### src/rtl/alu_pkg.sv
// alu_pkg: shared types and helpers for the alu_mdu execute unit.
//   alu_op_e    - 5-bit operation code: {1'b0, base code} for ALU ops,
//                 5'b10xxx for the multiply/divide group
//   mdu_state_e - control FSM states of alu_mdu
//   is_muldiv / is_div / op_a_signed / op_b_signed - op classification
package alu_pkg;

  typedef enum logic [4:0] {
    OP_AND    = 5'b00000,
    OP_OR     = 5'b00001,
    OP_ADD    = 5'b00010,
    OP_XOR    = 5'b00011,
    OP_SLL    = 5'b00100,
    OP_SRL    = 5'b00101,
    OP_SUB    = 5'b00110,
    OP_SRA    = 5'b00111,
    OP_SLT    = 5'b01000,
    OP_SLTU   = 5'b01010,
    OP_MUL    = 5'b10000,
    OP_MULH   = 5'b10001,
    OP_MULHSU = 5'b10010,
    OP_MULHU  = 5'b10011,
    OP_DIV    = 5'b10100,
    OP_DIVU   = 5'b10101,
    OP_REM    = 5'b10110,
    OP_REMU   = 5'b10111
  } alu_op_e;

  typedef enum logic [1:0] {
    S_IDLE = 2'd0,
    S_MUL  = 2'd1,
    S_DIV  = 2'd2,
    S_DONE = 2'd3
  } mdu_state_e;

  // 11xxx codes are undefined, so both top bits are needed here
  function automatic logic is_muldiv(alu_op_e op);
    return op[4:3] == 2'b10;
  endfunction

  function automatic logic is_div(alu_op_e op);
    return is_muldiv(op) && op[2];
  endfunction

  // Operand A is signed for MULH, MULHSU, DIV, REM
  function automatic logic op_a_signed(alu_op_e op);
    return (op == OP_MULH) || (op == OP_MULHSU) || (op == OP_DIV) || (op == OP_REM);
  endfunction

  // Operand B is signed for MULH, DIV, REM
  function automatic logic op_b_signed(alu_op_e op);
    return (op == OP_MULH) || (op == OP_DIV) || (op == OP_REM);
  endfunction

endpackage

### src/rtl/muldiv_iter.sv
// muldiv_iter: shared iterative multiply / restoring-divide datapath.
//   start_i  - load operands and perform the first iteration this edge
//   op_i     - M-group op code (sampled on start_i)
//   a_i/b_i  - operands (sampled on start_i)
//   flush_i  - abandon the in-flight operation
//   done_o   - fixed-up result_o is valid this cycle (one-cycle pulse)
//   result_o - sign-corrected product half / quotient / remainder
// The start edge performs iteration 1, WIDTH-1 further edges complete the
// magnitude result, and done_o is raised for the fixup capture edge.
module muldiv_iter
  import alu_pkg::*;
#(
  parameter int WIDTH = 32,
  parameter int CNT_W = $clog2(WIDTH + 1)
) (
  input  logic             clk_i,
  input  logic             rst_i,
  input  logic             flush_i,
  input  logic             start_i,
  input  alu_op_e          op_i,
  input  logic [WIDTH-1:0] a_i,
  input  logic [WIDTH-1:0] b_i,
  output logic             done_o,
  output logic [WIDTH-1:0] result_o
);

  logic               busy_q;
  logic [CNT_W-1:0]   cnt_q;
  logic [2*WIDTH-1:0] acc_q, acc_src, acc_step, prod_fix;
  logic [WIDTH-1:0]   opnd_q, opnd_src, a_mag, b_mag, quo_fix, rem_fix;
  logic               div_q, hi_q, rem_q, neg_res_q, neg_rem_q;
  logic               div_src, a_neg, b_neg;
  logic [WIDTH:0]     rem_sh, diff, sum;

  assign a_neg = op_a_signed(op_i) && a_i[WIDTH-1];
  assign b_neg = op_b_signed(op_i) && b_i[WIDTH-1];
  assign a_mag = a_neg ? -a_i : a_i;
  assign b_mag = b_neg ? -b_i : b_i;

  // On start the step logic works on the freshly loaded operands so the
  // first iteration shares the accept edge.
  assign div_src  = start_i ? is_div(op_i) : div_q;
  // opnd holds the multiplicand for mul, the divisor for div
  assign opnd_src = start_i ? (is_div(op_i) ? b_mag : a_mag) : opnd_q;
  assign acc_src  = start_i ? {{WIDTH{1'b0}}, (is_div(op_i) ? a_mag : b_mag)} : acc_q;

  // acc layout: mul {partial product hi, multiplier bits still to consume}
  //             div {partial remainder, dividend bits -> quotient bits}
  always_comb begin
    acc_step = acc_src;
    rem_sh   = '0;
    diff     = '0;
    sum      = '0;
    if (div_src) begin
      rem_sh = {acc_src[2*WIDTH-1:WIDTH], acc_src[WIDTH-1]};
      diff   = rem_sh - {1'b0, opnd_src};
      if (!diff[WIDTH])
        acc_step = {diff[WIDTH-1:0], acc_src[WIDTH-2:0], 1'b1};
      else
        acc_step = {rem_sh[WIDTH-1:0], acc_src[WIDTH-2:0], 1'b0};
    end else begin
      sum      = {1'b0, acc_src[2*WIDTH-1:WIDTH]} + (acc_src[0] ? {1'b0, opnd_src} : '0);
      acc_step = {sum, acc_src[WIDTH-1:1]};
    end
  end

  always_ff @(posedge clk_i or posedge rst_i) begin
    if (rst_i) begin
      busy_q    <= 1'b0;
      cnt_q     <= '0;
      acc_q     <= '0;
      opnd_q    <= '0;
      div_q     <= 1'b0;
      hi_q      <= 1'b0;
      rem_q     <= 1'b0;
      neg_res_q <= 1'b0;
      neg_rem_q <= 1'b0;
    end else if (flush_i) begin
      busy_q <= 1'b0;
      cnt_q  <= '0;
    end else if (start_i) begin
      busy_q    <= 1'b1;
      cnt_q     <= CNT_W'(1);
      acc_q     <= acc_step;
      opnd_q    <= opnd_src;
      div_q     <= is_div(op_i);
      hi_q      <= (op_i != OP_MUL);
      rem_q     <= op_i[1];
      neg_res_q <= a_neg ^ b_neg;
      neg_rem_q <= a_neg;
    end else if (busy_q) begin
      if (cnt_q == CNT_W'(WIDTH)) begin
        busy_q <= 1'b0;
        cnt_q  <= '0;
      end else begin
        acc_q <= acc_step;
        cnt_q <= cnt_q + 1'b1;
      end
    end
  end

  // Quotient follows sign(a)^sign(b), remainder follows the dividend
  assign prod_fix = neg_res_q ? -acc_q : acc_q;
  assign quo_fix  = neg_res_q ? -acc_q[WIDTH-1:0] : acc_q[WIDTH-1:0];
  assign rem_fix  = neg_rem_q ? -acc_q[2*WIDTH-1:WIDTH] : acc_q[2*WIDTH-1:WIDTH];

  assign done_o   = busy_q && (cnt_q == CNT_W'(WIDTH));
  assign result_o = div_q ? (rem_q ? rem_fix : quo_fix)
                          : (hi_q ? prod_fix[2*WIDTH-1:WIDTH] : prod_fix[WIDTH-1:0]);

endmodule

### src/rtl/alu_mdu.sv
// alu_mdu: multi-cycle execute unit (base ALU ops + RV32M mul/div).
//   clk_i/rst_i        - clock, async active-high reset
//   flush_i            - synchronous abort of the in-flight op
//   valid_i/ready_o    - operand handshake (op_i, a_i, b_i)
//   valid_o/ready_i    - result handshake (result_o + flags)
//   zero_o/negative_o  - derived from the registered result
//   illegal_o          - op was not a defined code (qualified by valid_o)
// Base, illegal and special-case divides complete in one cycle; other
// mul/div ops run through muldiv_iter for WIDTH+1 cycles.
module alu_mdu
  import alu_pkg::*;
#(
  parameter int WIDTH = 32,
  parameter int CNT_W = $clog2(WIDTH + 1)
) (
  input  logic             clk_i,
  input  logic             rst_i,
  input  logic             flush_i,
  input  logic             valid_i,
  output logic             ready_o,
  input  alu_op_e          op_i,
  input  logic [WIDTH-1:0] a_i,
  input  logic [WIDTH-1:0] b_i,
  output logic             valid_o,
  input  logic             ready_i,
  output logic [WIDTH-1:0] result_o,
  output logic             zero_o,
  output logic             negative_o,
  output logic             illegal_o
);

  localparam int               SH_W    = $clog2(WIDTH);
  localparam logic [WIDTH-1:0] MIN_VAL = {1'b1, {(WIDTH-1){1'b0}}};

  mdu_state_e       state_q, state_d;
  logic [WIDTH-1:0] alu_res, special_res, quick_res, iter_res;
  logic [SH_W-1:0]  shamt;
  logic             op_legal, div_zero, div_ovf, special;
  logic             go_iter, accept, handoff, iter_start, iter_done;

  // ---------------- base-op combinational path ----------------
  assign shamt = b_i[SH_W-1:0];

  always_comb begin
    alu_res  = '0;
    op_legal = 1'b1;
    case (op_i)
      OP_AND:  alu_res = a_i & b_i;
      OP_OR:   alu_res = a_i | b_i;
      OP_ADD:  alu_res = a_i + b_i;
      OP_XOR:  alu_res = a_i ^ b_i;
      OP_SLL:  alu_res = a_i << shamt;
      OP_SRL:  alu_res = a_i >> shamt;
      OP_SUB:  alu_res = a_i - b_i;
      OP_SRA:  alu_res = $unsigned($signed(a_i) >>> shamt);
      OP_SLT:  alu_res = WIDTH'($signed(a_i) < $signed(b_i));
      OP_SLTU: alu_res = WIDTH'(a_i < b_i);
      OP_MUL, OP_MULH, OP_MULHSU, OP_MULHU,
      OP_DIV, OP_DIVU, OP_REM, OP_REMU: alu_res = '0;
      default: op_legal = 1'b0;
    endcase
  end

  // Divides whose answer is known at accept skip the iterator
  assign div_zero = is_div(op_i) && (b_i == '0);
  assign div_ovf  = is_div(op_i) && op_b_signed(op_i) && (a_i == MIN_VAL) && (b_i == '1);
  assign special  = div_zero || div_ovf;

  always_comb begin
    if (op_i[1]) special_res = div_zero ? a_i : '0;      // REM/REMU
    else         special_res = div_zero ? '1  : MIN_VAL; // DIV/DIVU
  end

  assign quick_res = special ? special_res : alu_res;
  assign go_iter   = is_muldiv(op_i) && !special;

  // ---------------- control FSM ----------------
  always_ff @(posedge clk_i or posedge rst_i) begin
    if (rst_i) state_q <= S_IDLE;
    else       state_q <= state_d;
  end

  always_comb begin
    state_d = state_q;
    case (state_q)
      S_IDLE, S_DONE: begin
        if (accept)       state_d = go_iter ? (op_i[2] ? S_DIV : S_MUL) : S_DONE;
        else if (handoff) state_d = S_IDLE;
      end
      S_MUL, S_DIV: if (iter_done) state_d = S_DONE;
      default: state_d = S_IDLE;
    endcase
    if (flush_i) state_d = S_IDLE;
  end

  // valid_o is high exactly in DONE, so a DONE cycle whose result is being
  // taken is as good as IDLE; this is what sustains one base op per cycle.
  always_comb begin
    ready_o    = (state_q == S_IDLE) || ((state_q == S_DONE) && ready_i);
    accept     = valid_i && ready_o && !flush_i;
    handoff    = valid_o && ready_i;
    iter_start = accept && go_iter;
  end

  // ---------------- iterative datapath ----------------
  muldiv_iter #(
    .WIDTH (WIDTH),
    .CNT_W (CNT_W)
  ) u_iter (
    .clk_i    (clk_i),
    .rst_i    (rst_i),
    .flush_i  (flush_i),
    .start_i  (iter_start),
    .op_i     (op_i),
    .a_i      (a_i),
    .b_i      (b_i),
    .done_o   (iter_done),
    .result_o (iter_res)
  );

  // ---------------- result register ----------------
  // Flush only drops valid; the last result and flags stay visible.
  always_ff @(posedge clk_i or posedge rst_i) begin
    if (rst_i) begin
      valid_o   <= 1'b0;
      result_o  <= '0;
      illegal_o <= 1'b0;
    end else if (flush_i) begin
      valid_o <= 1'b0;
    end else if (iter_done) begin
      valid_o   <= 1'b1;
      result_o  <= iter_res;
      illegal_o <= 1'b0;
    end else if (accept) begin
      valid_o <= !go_iter;
      if (!go_iter) begin
        result_o  <= quick_res;
        illegal_o <= !op_legal;
      end
    end else if (handoff) begin
      valid_o <= 1'b0;
    end
  end

  assign zero_o     = (result_o == '0);
  assign negative_o = result_o[WIDTH-1];

endmodule

### config.mk
export PLATFORM = sky130hd
export DESIGN_NAME = alu_mdu
export DESIGN_NICKNAME = d
export VERILOG_FILES = /design/src/rtl/alu_pkg.sv /design/src/rtl/muldiv_iter.sv /design/src/rtl/alu_mdu.sv
export SDC_FILE = /design/constraint.sdc
export NUM_CORES = 2
export LEC_CHECK = 0
export BUFFER_PORTS_ARGS = -buffer_cell sky130_fd_sc_hd__clkbuf_2
export CAP_MARGIN = 20
export CELL_PAD_IN_SITES_DETAIL_PLACEMENT = 1
export CELL_PAD_IN_SITES_GLOBAL_PLACEMENT = 2
export CORE_MARGIN = 1.5
export CORE_UTILIZATION = 33
export CTS_CLUSTER_SIZE = 25
export DETAILED_ROUTE_END_ITERATION = 10
export PLACE_DENSITY = 0.77
export RECOVER_POWER = 50
export SETUP_SLACK_MARGIN = 0.15
export SYNTH_ARGS = -nofsm -noshare
export SYNTH_HDL_FRONTEND = slang
export SYNTH_SLANG_ARGS = --single-unit
### constraint.sdc
create_clock -name clk_i -period 5.8 [get_ports clk_i]
set_input_delay 0.29 -clock clk_i [delete_from_list [all_inputs] [get_ports clk_i]]
set_output_delay 0.29 -clock clk_i [all_outputs]
set_load 0.005 [all_outputs]
# ---- Word-level counts from Yosys, hierarchy flattened
# Index checks and enable logic that the tools add are counted.
dict set report word_totals {
  latchBits 0
  n_memories 0
  rom_bits 0
  ram_bits 0
  input_bits 74
  register_bits 144
}
dict set report classes {
  n_lt_le_gt_ge 2
  mux 50
  multipliers 0
  n_addsub 10
  reduce_logical 40
  shifts 3
  div_mod_pow 0
  eq_ne 29
  bitwise_logic 5
}
# operator n
set op_table {}
lappend op_table {{$mux 32} 17}
lappend op_table {{$mux 64} 7}
lappend op_table {{$pmux 32 s10} 1}
lappend op_table {{$neg 32->32} 4}
lappend op_table {{$eq 32x32->1 const B} 2}
lappend op_table {{$logic_not 32->1} 2}
lappend op_table {{$lt 32x32->1} 2}
lappend op_table {{$neg 64->64} 1}
lappend op_table {{$eq 5x5->1 const B} 8}
lappend op_table {{$add 32x33->33} 1}
lappend op_table {{$sub 33x32->33} 1}
lappend op_table {{$add 32x32->32} 1}
lappend op_table {{$and 32x32->32} 1}
lappend op_table {{$or 32x32->32} 1}
lappend op_table {{$shl 32x5->32} 1}
lappend op_table {{$shr 32x5->32} 1}
lappend op_table {{$sshr 32x5->32} 1}
lappend op_table {{$sub 32x32->32} 1}
lappend op_table {{$xor 32x32->32} 1}
lappend op_table {{$mux 31} 1}
lappend op_table {{$mux 6} 4}
lappend op_table {{$eq 5x3->1 const B} 4}
lappend op_table {{$reduce_or 18->1} 1}
lappend op_table {{$logic_and 1x1->1} 14}
lappend op_table {{26 further kinds} 61}

# ---- Logic depth before layout (Yosys ltp)
dict set report logic_depth {
  ltp_word 17
  mapped_depth 31
  ltp_nobuf 25
}

# ---- Hierarchy
# From an unflattened synthesis, not the netlist that was laid out.
dict set report hier_totals {
  hier_cells 3586
  area_unflattened_um2 25461.9
}
# mod cells_each instances seq_area_each_um2 area_each_um2
set modules_own_cells {}
lappend modules_own_cells {muldiv_iter 1973 1 2702.6 14201.1}
lappend modules_own_cells {alu_mdu 1613 1 900.9 11260.8}

# ---- Worst setup path after synthesis
# Ideal clock, no wire load.
dict set report synth_path {
  kind {in2reg}
  startpoint {input b_i[1]}
  endpoint {register u_iter.acc_q[61]}
  path_stages 30
  arrival_ns 7.251
  setup_slack_ns -1.516
  setup_time_ns 0.065
  path_cell_list {buf_1 -> inv_2 -> buf_1 -> buf_1 -> ha_1 -> nor4b_1 -> nand3_1 -> nor4_1 -> nor3_1 -> nand2_1 -> clkbuf_1 -> clkbuf_1 -> o21a_1 -> clkbuf_1 -> clkbuf_1 -> nor2_1 -> ha_1 -> clkbuf_1 -> a21o_1 -> a21o_1 -> a21o_1 -> a21o_1 -> a21oi_1 -> o21ai_0 -> a221o_1 -> a21o_1 -> a211o_1 -> xnor2_1 -> a31oi_1 -> o221a_2}
}
dict set report synth_between {
  elab_chain_len 13
  elab_cells_between_ends 26
  cone_classes {3 x add/sub; 2 x eq/ne; 12 x mux; 9 x reduce/logical}
}
# element line
set synth_rtl {}
lappend synth_rtl {{from (decl)} alu_mdu.sv:23} ;# input logic [WIDTH-1:0] b_i,
lappend synth_rtl {{parallel branches: the longest is 13 deep, another holds $add 32x33->33} -}
lappend synth_rtl {{to (signal assigned)} muldiv_iter.sv:84} ;# acc_q <= acc_step;
lappend synth_rtl {{to (signal assigned)} muldiv_iter.sv:96} ;# acc_q <= acc_step;
lappend synth_rtl {{to (decl)} muldiv_iter.sv:29} ;# logic [2*WIDTH-1:0] acc_q, acc_src, acc_step, prod_fix;
# Parallel ways; which one is timed is not known. The select of a mux whose other input is x is not followed.
# A chain may end at the register's enable or synchronous reset.

# ---- Final worst setup path
dict set report layout_path {
  startpoint {input b_i[16]}
  endpoint {register u_iter.acc_q[60]}
}
# The elaborated chain is that of the path after synthesis.

==> impl_metrics.csv <==
group,metric,value,unit
route,vias_per_cell,6.37,
critical_path,critPathLaunchType,"input pin",
layout,final_core_util,39.5,%
yosys,synth.most_common_cell,"o21ai_0",
min_path,min_to,"u_iter.cnt_q[3]",
power,p_per_area,373,mW/mm2
yosys,ys.flop_type,"dfrtp_1",
die,num_rows,98,
place,portBuffers,110,
critical_path,r2r-end,"u_iter.acc_q[60]",
die,dieHeight,271,um
sta,rsz0062_at_grt,"false",
yosys,synthAdderAreaFrac,9.00,%
critical_path,critical_path_required,6.11,ns
route,ant_nets,0,
critical_path,reg2regPathDepth,26,
route,drc,0,
grt,grt.busiest_layer,"met2",
critical_path,crit_fanout,10,
die,fp.dieW,271,um
grt,grt-ovfl-total,0,
place,routabilityCongestion,1.09,
die,core_area,0.0714,mm2
grt,grtUsageMet1,49.0,%
yosys,syn_area_per_cell,6.92,um2
sta,tightest_slew,2.39,ns
yosys,synthArstFlopShare,100,%
yosys,synth_xor_area_share,8.08,%
sta,drv_slew,149,
outcome,violations,"capacitance limit, slew limit",
yosys,synth_top_cells_by_count,"o21ai_0, nor2_1, nand2_1, a21oi_1, clkbuf_1",
critical_path,ff2ff_setup_slack,0.47,ns
grt,antenna_found_initial,10,
min_path,hold_depth,3,
route,wire_per_inst,29.5,um
sta,min_period,5.47,ns
die,ios,111,
yosys,synth-compound-area-share,33.4,%
grt,grt_max_degree,70,
yosys,syn_area,0.0237,mm2
clock_tree,h-tree-depth,4,
clock_tree,numCtsBuffers,17,
route,route.vias.total,29504,
die,die_area,0.0735,mm2
yosys,synth-seq-cells,144,
route,totalWireLength,136000,um
place,dp_slack,-0.224,ns
die,start_util,33.2,%
yosys,synth_mux_area_share,6.36,%
grt,grt_pass1_vias,28770,
critical_path,path_class,"in2reg",
clock_tree,cts_tree,"yes",
clock_tree,cts_buffer_depth,2,
yosys,yosysSeqAreaShare,15.2,%
grt,grt_util_met3,10.1,%
place,dp_hpwl,109000,um
layout,drive_gt1_share,16.6,%
layout,nNetsFinal,3909,
yosys,yosysWarnings,0,
grt,grt_pass1_wl,199000,um
route,drtIter0Drc,3311,
yosys,synth_top_area_share,15.2,%
sta,skew,0.0130,ns
route,dr.pass1.iters,6,
power,vdd_drop_max,0.252,mV
yosys,synth_cell_types,91,
min_path,hp-class,"in2reg",
power,total_power,10.5,mW
yosys,synth_edf_count,0,
yosys,yosysTopAreaCell,"dfrtp_1",
sta,relSlewSlack,-59.5,%
sta,max_freq,183,MHz
outcome,outcome,"finished with violations",
grt,grt_util_all_layers,36.1,%
sta,final-hold-violation-count,0,
grt,use_met2,52.3,%
clock_tree,cts-root-buf,"clkbuf_16",
yosys,synth_top_family_by_area,"compound AO/OA/AOI/OAI gates",
critical_path,r2r-start,"state_q[0]",
critical_path,critPathArrivalTime,5.79,ns
clock_tree,clk_pin_slew_worst_paths,0.06,ns
run,maxCapViolCount,3,
yosys,synthTopCellsByArea,"dfrtp_1, ha_1, o21ai_0, a21oi_1, nor2_1",
sta,fin_ws,0.326,ns
sta,setup_viol,0,
min_path,min-delay-start,"flush_i",
clock_tree,clkSinkCount,144,
critical_path,crit_path_end_kind,"flip-flop",
sta,fin_crit_sh,94.4,%
yosys,yosys.area_share.simple,21.2,%
clock_tree,clk_latency,0.47,ns
power,p_leak,12.0,nW
layout,area_delta_synth_final,18.8,%
yosys,netlist_instances,3427,
yosys,synth_nets,3668,
how the worst max path moves through the flow:
stage	start	to	slack, ns	cells after the start
3_5_place_dp	a_i[30]	u_iter.acc_q[63]	-0.22	25
3_3_place_gp	b_i[16]	u_iter.acc_q[63]	-0.22	25
4_1_cts	state_q[0]	u_iter.acc_q[60]	0.26	25
5_1_grt	b_i[16]	u_iter.acc_q[63]	0.11	25
6_report	b_i[16]	u_iter.acc_q[60]	0.33	26
2_1_floorplan	b_i[1]	u_iter.acc_q[61]	0.12	30
flip-flops by register name, indices dropped and copies added (netlist names):
| name | count |
|---|---|
| illegal_o | 1 |
| result_o | 32 |
| state_q | 2 |
| u_iter.acc_q | 64 |
| u_iter.busy_q | 1 |
| u_iter.cnt_q | 6 |
| u_iter.div_q | 1 |
| u_iter.hi_q | 1 |
| u_iter.neg_rem_q | 1 |
| u_iter.neg_res_q | 1 |
| u_iter.opnd_q | 32 |
| u_iter.rem_q | 1 |
| valid_o | 1 |
power by group:
group / switching (mW) / total (mW) / internal, mW
Combinational: 4.26 / 7.32 / 3.07
Sequential: 0.695 / 2.05 / 1.35
Clock: 0.539 / 1.15 / 0.607
Total: 5.49 / 10.5 / 5.03
layout by cell type, fill, tap and decap left out, types with 44 or more instances in the layout:
cell        n
xnor2_1   120
nor2_1    366
nand3_1    49
nor3_1     62
a21o_1     71
xor2_1     99
nand2_1   328
and2_1     44
o211ai_1   50
inv_1     157
dfrtp_1   141
a31oi_1    47
a221oi_1   52
o21ai_0   372
buf_4     358
a211oi_1   45
clkbuf_2   92
ha_1      164
a21oi_1   284
mux2i_1   106
what timing repair did:
action                     in CTS  in global routing
hold endpoints to repair       35                  0
pin swaps                       0                  7
hold buffers                    1                  0
setup buffers                   0                  7
setup endpoints to repair      22                 31
gates resized for setup         5                 24
layer usage:
metal	vias up	share of wire, %
li1	13017	-
met1	14623	43
met2	1558	41
met3	300	11
met4	6	5.4
met5	-	0.12
layout make-up:
class                   count  area (um2)
well taps                 950        1190
repair buffers            478        3380
fillers                  9021       43200
multi-input cells        2860       18800
flip-flops and latches    144        3610
diodes                      3        7.51
inverters                 167         628
clock inverters            13         129
clock buffers              18         439
worst max-delay path, cell delays in order:
cell	delay, ns
clkbuf_2	0.19
nand4_1	0.35
nor4_2	0.41
nand2_2	0.16
buf_4	0.17
or4_4	0.55
nand2_4	0.16
clkbuf_4	0.21
o21a_1	0.18
buf_12	0.15
nor2_1	0.06
ha_1	0.29
a21oi_1	0.22
o21ai_0	0.13
a21o_1	0.19
a21o_1	0.17
a21o_1	0.17
a21o_1	0.17
a21oi_1	0.20
o31ai_2	0.13
and4_1	0.25
buf_4	0.14
a221o_1	0.33
a21oi_1	0.20
xor2_1	0.20
a211oi_1	0.10
kinds of logic after synthesis:
logic type,Yosys count
buffers and inverters,423
and+or+nand+nor,1089
adders and majority gates,170
AOI/OAI and AO/OA,1244
xor gates and xnor gates,219
DFF,144
muxes,138
stage by stage:
stage                     area [um2]  TNS (ns)  std cells  hold slack, ns
after floorplan                23900         0       3427           0.454
after global placement         27400     -1.73       4589           0.320
after detailed placement       27400     -2.43       4589           0.324
after CTS                      28000         0       4621           0.198
after global routing           28200         0       4630           0.223
final                          28200         0       4633           0.203
Power figures use the tool's default switching activity.
